### src/rtl/clk_switch_seq_if.sv
// rtl/clk_switch_seq_if.sv - request/ack, quiesce handshake and clock-select bundle for clk_switch_seq
interface clk_switch_seq_if #(
  parameter int CNT_W = 8
);
  logic             req;
  logic             req_sel;
  logic             ack;
  logic             err;
  logic             busy;
  logic             quiesce_req;
  logic             quiesce_ack;
  logic             sel;
  logic [CNT_W-1:0] sw_cnt;

  modport master (
    output req, req_sel, quiesce_ack,
    input  ack, err, busy, quiesce_req, sel, sw_cnt
  );

  modport slave (
    input  req, req_sel, quiesce_ack,
    output ack, err, busy, quiesce_req, sel, sw_cnt
  );
endinterface

### src/rtl/clk_switch_seq.sv
// rtl/clk_switch_seq.sv - quiesce/switch/settle/dwell sequencer driving a glitch-free clock mux select
// Optional quiesce-ack timeout abort: define CLK_SWITCH_SEQ_TIMEOUT_EN.
module clk_switch_seq #(
  parameter bit RESET_SEL  = 1'b0,
  parameter int SETTLE_CYC = 8,
  parameter int MIN_DWELL  = 16,
  parameter int TMO_CYC    = 64,
  parameter int CNT_W      = 8
) (
  input logic          clk,
  input logic          rst,
  clk_switch_seq_if.slave bus
);
  localparam int CMAX = (SETTLE_CYC > MIN_DWELL) ? SETTLE_CYC : MIN_DWELL;
  localparam int CW   = $clog2(CMAX + 1);

  typedef enum logic [2:0] {IDLE, QUIESCE, SWITCH, RELEASE, DWELL} state_t;

  state_t           state;
  logic             sel_q;
  logic             tgt_q;
  logic             qreq_q;
  logic             ack_q;
  logic             busy_q;
  logic [CW-1:0]    dly_q;
  logic [CNT_W-1:0] cnt_q;

`ifdef CLK_SWITCH_SEQ_TIMEOUT_EN
  localparam int TW = $clog2(TMO_CYC + 1);
  logic          err_q;
  logic [TW-1:0] tmo_q;
  assign bus.err = err_q;
`else
  assign bus.err = 1'b0;
`endif

  assign bus.sel         = sel_q;
  assign bus.quiesce_req = qreq_q;
  assign bus.ack         = ack_q;
  assign bus.busy        = busy_q;
  assign bus.sw_cnt      = cnt_q;

  always_ff @(posedge clk) begin
    if (rst) begin
      state  <= IDLE;
      sel_q  <= RESET_SEL;
      tgt_q  <= RESET_SEL;
      qreq_q <= 1'b0;
      ack_q  <= 1'b0;
      busy_q <= 1'b0;
      dly_q  <= '0;
      cnt_q  <= '0;
`ifdef CLK_SWITCH_SEQ_TIMEOUT_EN
      err_q  <= 1'b0;
      tmo_q  <= '0;
`endif
    end else begin
      ack_q <= 1'b0;
`ifdef CLK_SWITCH_SEQ_TIMEOUT_EN
      err_q <= 1'b0;
`endif
      case (state)
        IDLE: begin
          // ack_q gates sampling so the request being acked is not taken twice
          if (bus.req && !ack_q) begin
            if (bus.req_sel == sel_q) begin
              ack_q <= 1'b1;
            end else begin
              tgt_q  <= bus.req_sel;
              qreq_q <= 1'b1;
              busy_q <= 1'b1;
              state  <= QUIESCE;
`ifdef CLK_SWITCH_SEQ_TIMEOUT_EN
              tmo_q  <= '0;
`endif
            end
          end
        end
        QUIESCE: begin
          if (bus.quiesce_ack) begin
            sel_q <= tgt_q;
            dly_q <= CW'(SETTLE_CYC - 1);
            state <= SWITCH;
          end
`ifdef CLK_SWITCH_SEQ_TIMEOUT_EN
          else if (tmo_q == TW'(TMO_CYC - 1)) begin
            qreq_q <= 1'b0;
            ack_q  <= 1'b1;
            err_q  <= 1'b1;
            dly_q  <= CW'(MIN_DWELL - 1);
            state  <= DWELL;
          end else begin
            tmo_q <= tmo_q + 1'b1;
          end
`endif
        end
        SWITCH: begin
          if (dly_q == '0) begin
            qreq_q <= 1'b0;
            state  <= RELEASE;
          end else begin
            dly_q <= dly_q - 1'b1;
          end
        end
        RELEASE: begin
          if (!bus.quiesce_ack) begin
            ack_q <= 1'b1;
            if (cnt_q != '1) cnt_q <= cnt_q + 1'b1;
            dly_q <= CW'(MIN_DWELL - 1);
            state <= DWELL;
          end
        end
        DWELL: begin
          if (dly_q == '0) begin
            busy_q <= 1'b0;
            state  <= IDLE;
          end else begin
            dly_q <= dly_q - 1'b1;
          end
        end
        default: state <= IDLE;
      endcase
    end
  end
endmodule

### src/flat_wrapper.sv
// flat-port wrapper written by rule: the top's interface ports become plain ports
module clk_switch_seq_flat 
#(
  parameter bit RESET_SEL  = 1'b0,
  parameter int SETTLE_CYC = 8,
  parameter int MIN_DWELL  = 16,
  parameter int TMO_CYC    = 64,
  parameter int CNT_W      = 8
)
  (clk, rst, bus_req, bus_req_sel, bus_quiesce_ack, bus_ack, bus_err, bus_busy, bus_quiesce_req, bus_sel, bus_sw_cnt);
  clk_switch_seq_if #(.CNT_W(CNT_W)) bus_i ();
  input logic clk;
  input logic rst;
  input wire logic [$bits(bus_i.req)-1:0] bus_req;
  input wire logic [$bits(bus_i.req_sel)-1:0] bus_req_sel;
  input wire logic [$bits(bus_i.quiesce_ack)-1:0] bus_quiesce_ack;
  output wire logic [$bits(bus_i.ack)-1:0] bus_ack;
  output wire logic [$bits(bus_i.err)-1:0] bus_err;
  output wire logic [$bits(bus_i.busy)-1:0] bus_busy;
  output wire logic [$bits(bus_i.quiesce_req)-1:0] bus_quiesce_req;
  output wire logic [$bits(bus_i.sel)-1:0] bus_sel;
  output wire logic [$bits(bus_i.sw_cnt)-1:0] bus_sw_cnt;
  assign bus_i.req = bus_req;
  assign bus_i.req_sel = bus_req_sel;
  assign bus_i.quiesce_ack = bus_quiesce_ack;
  assign bus_ack = bus_i.ack;
  assign bus_err = bus_i.err;
  assign bus_busy = bus_i.busy;
  assign bus_quiesce_req = bus_i.quiesce_req;
  assign bus_sel = bus_i.sel;
  assign bus_sw_cnt = bus_i.sw_cnt;
  clk_switch_seq #(.RESET_SEL(RESET_SEL), .SETTLE_CYC(SETTLE_CYC), .MIN_DWELL(MIN_DWELL), .TMO_CYC(TMO_CYC), .CNT_W(CNT_W)) u_core (.clk(clk), .rst(rst), .bus(bus_i));
endmodule
### config.mk
export PLATFORM = sky130hd
export DESIGN_NAME = clk_switch_seq_flat
export DESIGN_NICKNAME = d
export VERILOG_FILES = /design/src/rtl/clk_switch_seq_if.sv /design/src/rtl/clk_switch_seq.sv /design/src/flat_wrapper.sv
export SDC_FILE = /design/constraint.sdc
export NUM_CORES = 1
export LEC_CHECK = 0
export BUFFER_PORTS_ARGS = -buffer_cell sky130_fd_sc_hd__buf_2
export CORE_MARGIN = 2
export CORE_UTILIZATION = 40
export CTS_CLUSTER_SIZE = 14
export DETAILED_ROUTE_END_ITERATION = 10
export HOLD_SLACK_MARGIN = 0.05
export MAX_ROUTING_LAYER = met4
export PLACE_DENSITY_LB_ADDON = 0.2
export SYNTH_ARGS = -nofsm -noshare
export SYNTH_HDL_FRONTEND = slang
export SYNTH_SLANG_ARGS = --single-unit
### constraint.sdc
create_clock -name clk -period 1.8 [get_ports clk]
set_input_delay 0.54 -clock clk [delete_from_list [all_inputs] [get_ports clk]]
set_output_delay 0.54 -clock clk [all_outputs]
set_load 0.005 [all_outputs]
# Yosys cells after proc, flatten, opt, wreduce, memory -nomap -nowiden
# Cells that the tools add are included.
# totals
out_inout_bits	13
ff_bits	21
input_bits	5
word_cells	60
# op_classes
eq_ne	13
bitwise_logic	2
add_sub_neg	2
muxes	20
n_reduce_logical	15
# ops
cell	n
$mux 3	6
$mux 5	3
$pmux 3 s5	1
$pmux 5 s3	1
$reduce_and 4->1	3
$add 8x1->8 const B	1
$ne 2x2->1 const B	4
$ne 8x8->1 const B	1
$eq 3x2->1 const B	2
$mux 1	6
$ne 2x1->1 const B	3
$pmux 1 s2	3
$reduce_and 3->1	2
$reduce_and 6->1	1
$logic_not 5->1	1
$sub 5x1->5 const B	1
$reduce_bool 2->1	2
$eq 3x1->1 const B	1
$eq 3x3->1 const B	1
$logic_not 3->1	1
$reduce_bool 3->1	1
$not 1->1	2
$reduce_and 2->1	1
$reduce_or 2->1	1
3 further kinds	3

# Depth between registers and ports, before layout
# Gate-level depths: netlist (run 1).
# depth
word_depth	4
depth_mapped	6
mapped_depth_nobuf	6

# Worst setup path after synthesis (run 1)
# OpenSTA, ideal clock, no wires.
# synth_timing
path_type	in2reg
start	in bus_quiesce_ack
end	reg u_core.cnt_q[7], in the netlist u_core.bus.sw_cnt[7]
setup_slack_ns	0.268
arrival_ns	1.409
path_buffers	0
setup_time_ns	0.123
stages	4
required_ns	1.677
cell_sequence	and4bb_2 -> o211ai_2 -> nor2_1 -> mux2_1
# synth_via
elab_chain_len	2
# synth_rtl
element	line	rtl
start, declared	flat_wrapper.sv:16	input wire logic [$bits(bus_i.quiesce_ack)-1:0] bus_quiesce_ack;
$not 1->1 (no line)	n/a	
$reduce_and 3->1 (no line)	n/a	
end signal, assigned	clk_switch_seq.sv:108	if (cnt_q != '1) cnt_q <= cnt_q + 1'b1;
end, declared	clk_switch_seq.sv:26	logic [CNT_W-1:0] cnt_q;
# Every way passes these cells.
# A chain may end at the register's enable or synchronous reset.

# Final worst setup path (run 1)
# layout_timing
start	reg u_core.dly_q[0]
end	reg u_core.dly_q[1]
# layout_via
elab_chain_len	3
elab_cells_between_ends	6
classes_between	1 x add/sub; 1 x eq/ne; 2 x mux; 2 x reduce/logical
# layout_rtl
element	line	rtl
start, declared	clk_switch_seq.sv:25	logic [CW-1:0] dly_q;
start signal, assigned	clk_switch_seq.sv:82	dly_q <= CW'(SETTLE_CYC - 1);
start signal, assigned	clk_switch_seq.sv:102	dly_q <= dly_q - 1'b1;
start signal, assigned	clk_switch_seq.sv:109	dly_q <= CW'(MIN_DWELL - 1);
$sub 5x1->5 or $logic_not 5->1 (tied branches)	n/a	
$mux 5 or $ne 2x2->1 (tied branches)	n/a	
$pmux 5 s3 or $reduce_and 4->1 (tied branches)	n/a	
# Parallel ways exist; a longest one is shown, timed or not. The select of a mux whose other input is x is not followed.

==> flow_metrics.env, run 1 <==
export IMPL_status="complete, no violations"
export IMPL_cp_max_fo=5
export IMPL_die_x_um=59.1
export IMPL_wl_um=2430
export IMPL_synth_cell_types=50
export IMPL_startpoint_type="flop"
export IMPL_final_area_sq_um=1340
export IMPL_setup_viol=0
export IMPL_die_height_um=59.1
export IMPL_peakVddDrop_v=0.000456
export IMPL_drtIter0Drc=44
export IMPL_multi_input_area_sq_um=718
export IMPL_drc=0
export IMPL_dpl_cell_area_sq_um=1310
export IMPL_syn_area_sq_um=1220
export IMPL_dieArea_sq_um=3500
export IMPL_postCtsSetupRepairBufs=0
export IMPL_cts_buffers=3
export IMPL_hold_viol=0
export IMPL_yosysMostFrequentCell="dfxtp_1"
export IMPL_ant_nets=0
export IMPL_finalMaxSlewViolations=0
export IMPL_grt_pass1_vias=905
export IMPL_vias_per_cell=5.57
export IMPL_synthFlopType="dfxtp_1"
export IMPL_clock_sinks=21
export IMPL_place_ws_ps=93.5
export IMPL_clock_path_buffers=2
export IMPL_synth_seq_cells=21
export IMPL_power_density_nw_per_um2=716
export IMPL_wl_per_cell_um=13.3
export IMPL_synth_top_area_share_pct=34.6
export IMPL_grt_max_degree=13
export IMPL_grt_antenna_before_repair=0
export IMPL_rsz0062_at_grt="no"
export IMPL_numPortBuffers=16
export IMPL_nNetsFinal=159
export IMPL_avgSynthCellArea_sq_um=9.21
export IMPL_diodes=0
export IMPL_gp_congestion=0.830
export IMPL_root_buffer="clkbuf_4"
export IMPL_cp_required_ps=2030
export IMPL_synth_fp_nets=140
export IMPL_async_flop_share_pct=0
export IMPL_num_fill_cells=292
export IMPL_rows=20
export IMPL_track_usage_pct=15.4
export IMPL_core_area_sq_um=2980
export IMPL_period_share_pct=90.3
export IMPL_syn_inst=132
export IMPL_cp_end_kind="flop"
export IMPL_num_vias=1020
export IMPL_dp_hpwl_um=1850
export IMPL_drive_above_1_share_pct=26.0
export IMPL_crit_arrival_ps=1860
export IMPL_ys_top_cells_by_area="dfxtp_1, xor2_1, nor2_1"
export IMPL_start_util_pct=40.8
export IMPL_worstSetupPathType="flop to flop"
export IMPL_finalCriticalPeriod_ps=1620
export IMPL_synth_edff_count=0
export IMPL_h_tree_depth=1
export IMPL_ctsHoldBuffers=0
export IMPL_synth_largest_area_cell="dfxtp_1"
export IMPL_ys_warn_count=0
export IMPL_grt_pass1_wl_um=4010
export IMPL_fin_skew_ps=10.1
export IMPL_overflow=0
export IMPL_fmax_mhz=615
export IMPL_cts_tree="done"
export IMPL_pin_count=18
export IMPL_dr_pass1_iters=4
export IMPL_clkTransAtPathRegs_ps=120
export IMPL_drv_cap=0
export IMPL_area_growth_pct=10.1
export IMPL_finalSetupTns_ps=0
export IMPL_seq_area_sq_um=420
export IMPL_clock_latency_ps=300
export IMPL_ys_seq_area_share_pct=34.6
export IMPL_leakage_uw=0.000566
export IMPL_worst_slack_ps=175
export IMPL_fin_hold_ws_ps=480
export IMPL_cts_repair_resized=0
export IMPL_hold_class="flop to flop"
export IMPL_synth_commonest_cells="dfxtp_1, nor2_1, nand2_1"
## critical path, stage by stage, from the launching register on
cell and delay, ps:
dfxtp_1 370, inv_1 90, ha_1 170, or4b_4 490
o21ai_2 110, nand2_2 70, a311oi_2 250
## report_power, final
group,switching [uW],leakage (uW),internal [uW]
clock,139,0.0000150,86.4
combinational,104,0.000380,111
sequential,32.3,0.000170,486
## metrics by stage
stage,instances,util (%),total power (uW)
after global placement,179,44.1,741
after detailed placement,179,44.1,745
final,183,45.0,959
after global routing,183,45.0,1010
after CTS,183,45.0,976
after floorplan,132,-,695
## path summary, 6_finish.rpt
check                               startpoint                            to  slack (ps)  cells past startpoint
setup / recovery  u_core.dly_q[0]$_SDFFE_PP0P_  u_core.dly_q[1]$_SDFFE_PP0P_         180                      6
hold / removal    u_core.bus.busy$_SDFFE_PP0P_  u_core.bus.busy$_SDFFE_PP0P_         480                      1
setup reg to reg  u_core.dly_q[0]$_SDFFE_PP0P_  u_core.dly_q[1]$_SDFFE_PP0P_         180                      6
hold reg to reg   u_core.bus.busy$_SDFFE_PP0P_  u_core.bus.busy$_SDFFE_PP0P_         480                      1
## logic make-up after synthesis
| family | count (synthesis) | synth area share, % |
|---|---|---|
| fa+ha+maj | 3 | 3.09 |
| compound gates | 29 | 18.5 |
| other cells | 1 | 0.308 |
| flops | 21 | 34.6 |
| xor+xnor | 8 | 5.76 |
| simple gates | 53 | 27.2 |
| buf+inv | 12 | 6.38 |
| mux | 5 | 4.22 |
## layout make-up
type	count	area share, %
multi-input combinational	99	53.6
sequential	21	31.4
timing repair buffer	20	8.22
tap	33	3.08
clock buffer	4	1.96
inverter	6	1.68
## layer usage
layer / vias up / part of all wire [%] / global-route usage [%]
li1: 510 / - / -
met1: 484 / 47 / 19.4
met2: 22 / 48 / 24.3
met3: 4 / 3.8 / 3.93
met4: 0 / 1.1 / 4.55
met5: - / 0 / -
## flip-flops by register name, indices dropped and copies added (netlist names)
signal	count
u_core.bus.ack	1
u_core.bus.busy	1
u_core.bus.quiesce_req	1
u_core.bus.sel	1
u_core.bus.sw_cnt	8
u_core.dly_q	5
u_core.state	3
u_core.tgt_q	1
## placed cells by master, fill, tap and decap left out, types with 4 or more instances in the layout
cell type   n
buf_2      16
dfxtp_1    21
nor2_1     15
buf_4       4
a21oi_1     6
inv_1       6
o21ai_0     5
nand2_1     8
mux2i_1     4
nor3_1      4
xor2_1      7
(Power assumes the default switching activity.)
==> run 2, diff against run 1 <==
--- a/config.mk
+++ b/config.mk
@@ -8,6 +8,7 @@
 export BUFFER_PORTS_ARGS = -buffer_cell sky130_fd_sc_hd__buf_2
 export CORE_MARGIN = 2
 export CORE_UTILIZATION = 40
+export CTS_BUF_LIST = sky130_fd_sc_hd__clkbuf_8
 export CTS_CLUSTER_SIZE = 14
 export DETAILED_ROUTE_END_ITERATION = 10
 export HOLD_SLACK_MARGIN = 0.05
==> run 2 against run 1 <==
  * Clock-buffer cell count shrank 1
  * Maximum frequency grew 0.47%
  * Worst hold slack got worse by 9.2 ps
  * Worst setup slack improved by 7.6 ps
  * Wire length unchanged
  * Clock skew fell by 2.7 ps
  * First-iteration DRC count is 20% lower
  * Design area increased by 1.4%
  * Global-route usage up 0.094 points
  * Highest routed layer unchanged
  * Utilization up 0.63 points
==> flow_metrics.env, run 2 (synthesized netlist as in run 1, its figures left out) <==
export IMPL_status="complete, no violations"
export IMPL_worstSetupPathType="flop to flop"
export IMPL_root_buffer="clkbuf_8"
export IMPL_largest_reg_flops=8
export IMPL_rows=20
export IMPL_hold_class="flop to flop"
export IMPL_grt_max_degree=13
export IMPL_h_tree_depth=1
export IMPL_clock_sinks=21
export IMPL_postCtsSetupRepairBufs=0
export IMPL_start_util_pct=40.8
export IMPL_crit_path_top_delay_cell="or4b_4"
export IMPL_core_area_sq_um=2980
export IMPL_power_density_nw_per_um2=760
export IMPL_leakage_uw=0.000578
export IMPL_fin_skew_ps=7.36
export IMPL_overflow=0
export IMPL_drc=0
export IMPL_clkTransAtPathRegs_ps=80
export IMPL_rrSetupSlack_ps=180
export IMPL_finalMaxSlewViolations=0
export IMPL_total_power_uw=1030
export IMPL_vias_per_cell=5.58
export IMPL_layout_common_cells="dfxtp_1, buf_2, nor2_1, nand2_1"
export IMPL_ant_nets=0
export IMPL_drive_above_1_share_pct=26.0
export IMPL_clock_latency_ps=260
export IMPL_dp_hpwl_um=1850
export IMPL_worst_slack_ps=183
export IMPL_min_path_cells=1
export IMPL_die_x_um=59.1
export IMPL_rsz0062_at_grt="no"
export IMPL_num_vias=1021
export IMPL_num_fill_cells=293
export IMPL_cts_repair_resized=0
export IMPL_pin_count=18
export IMPL_period_share_pct=89.9
export IMPL_area_growth_pct=11.6
export IMPL_cpPeakStageDelay_ps=490
export IMPL_place_ws_ps=93.5
export IMPL_hold_viol=0
export IMPL_final_area_sq_um=1360
export IMPL_wl_per_cell_um=13.3
export IMPL_ctsHoldBuffers=0
export IMPL_dr_pass1_iters=4
export IMPL_cts_buffers=3
export IMPL_track_usage_pct=15.5
export IMPL_final_common_cell="dfxtp_1"
export IMPL_cp_depth=6
export IMPL_grt_pass1_vias=912
export IMPL_crit_arrival_ps=1800
export IMPL_nNetsFinal=159
export IMPL_peakVddDrop_v=0.000463
export IMPL_cp_max_fo=5
export IMPL_worstPathCellList="inv_1 -> ha_1 -> or4b_4 -> o21ai_2 -> nand2_2 -> a311oi_2"
export IMPL_diodes=0
export IMPL_cp_top_family="simple AND/OR/NAND/NOR gates"
export IMPL_path_buf_inv=1
export IMPL_finalCriticalPeriod_ps=1620
export IMPL_cp_end_kind="flop"
export IMPL_numPortBuffers=16
export IMPL_grt_antenna_before_repair=0
export IMPL_wl_um=2430
export IMPL_finalSetupTns_ps=0
export IMPL_grt_pass1_wl_um=4030
export IMPL_fmax_mhz=618
export IMPL_die_height_um=59.1
export IMPL_startpoint_type="flop"
export IMPL_dpl_cell_area_sq_um=1310
export IMPL_cp_required_ps=1980
export IMPL_clock_path_buffers=2
export IMPL_setup_viol=0
export IMPL_drv_cap=0
export IMPL_cts_tree="done"
export IMPL_gp_congestion=0.830
export IMPL_dieArea_sq_um=3500
export IMPL_drtIter0Drc=35
export IMPL_worstRegToRegCells=6
run 2: cell types whose count changed in the layout (fill, tap and decap cells not counted):
cell and change:
clkbuf_4 -3, clkbuf_8 +3, clkbuf_1 -1, inv_1 +1
run 2: where the power goes:
group | total (uW) | internal (uW) | switching [uW]
combinational | 215 | 111 | 104
sequential | 519 | 486 | 32.5
clock | 299 | 152 | 147
run 2: worst paths after layout:
| path | start | end |
|---|---|---|
| max | u_core.dly_q[0]$_SDFFE_PP0P_ | u_core.dly_q[1]$_SDFFE_PP0P_ |
| min | u_core.bus.busy$_SDFFE_PP0P_ | u_core.bus.busy$_SDFFE_PP0P_ |
| max reg2reg | u_core.dly_q[0]$_SDFFE_PP0P_ | u_core.dly_q[1]$_SDFFE_PP0P_ |
| min reg2reg | u_core.bus.busy$_SDFFE_PP0P_ | u_core.bus.busy$_SDFFE_PP0P_ |
run 2: final cells by class:
| cell class | count | area, sq um | share of cell area [%] |
|---|---|---|---|
| timing repair buffer | 20 | 110 | 8.11 |
| inverter | 6 | 22.5 | 1.66 |
| multi-input combinational | 99 | 718 | 52.9 |
| sequential | 21 | 420 | 31.0 |
| clock inverter | 1 | 3.75 | 0.276 |
| tap | 33 | 41.3 | 3.04 |
| clock buffer | 3 | 41.3 | 3.04 |
run 2: per-stage QoR:
step | util (%) | instances | hold WS (ps)
floorplan | - | 132 | 460
global placement | 44.1 | 179 | 448
detailed placement | 44.1 | 179 | 454
finish | 45.6 | 183 | 471
CTS | 45.6 | 183 | 473
global route | 45.6 | 183 | 493
run 2: layer usage:
layer | wire length [um] | share of wire, % | GRT usage [%] | vias to the layer above
met2 | 1180 | 49 | 24.4 | 22
met1 | 1140 | 47 | 19.6 | 488
met4 | 23 | 0.95 | 4.55 | 0
li1 | - | - | - | 507
met5 | 0 | 0 | - | -
met3 | 85 | 3.5 | 3.93 | 4
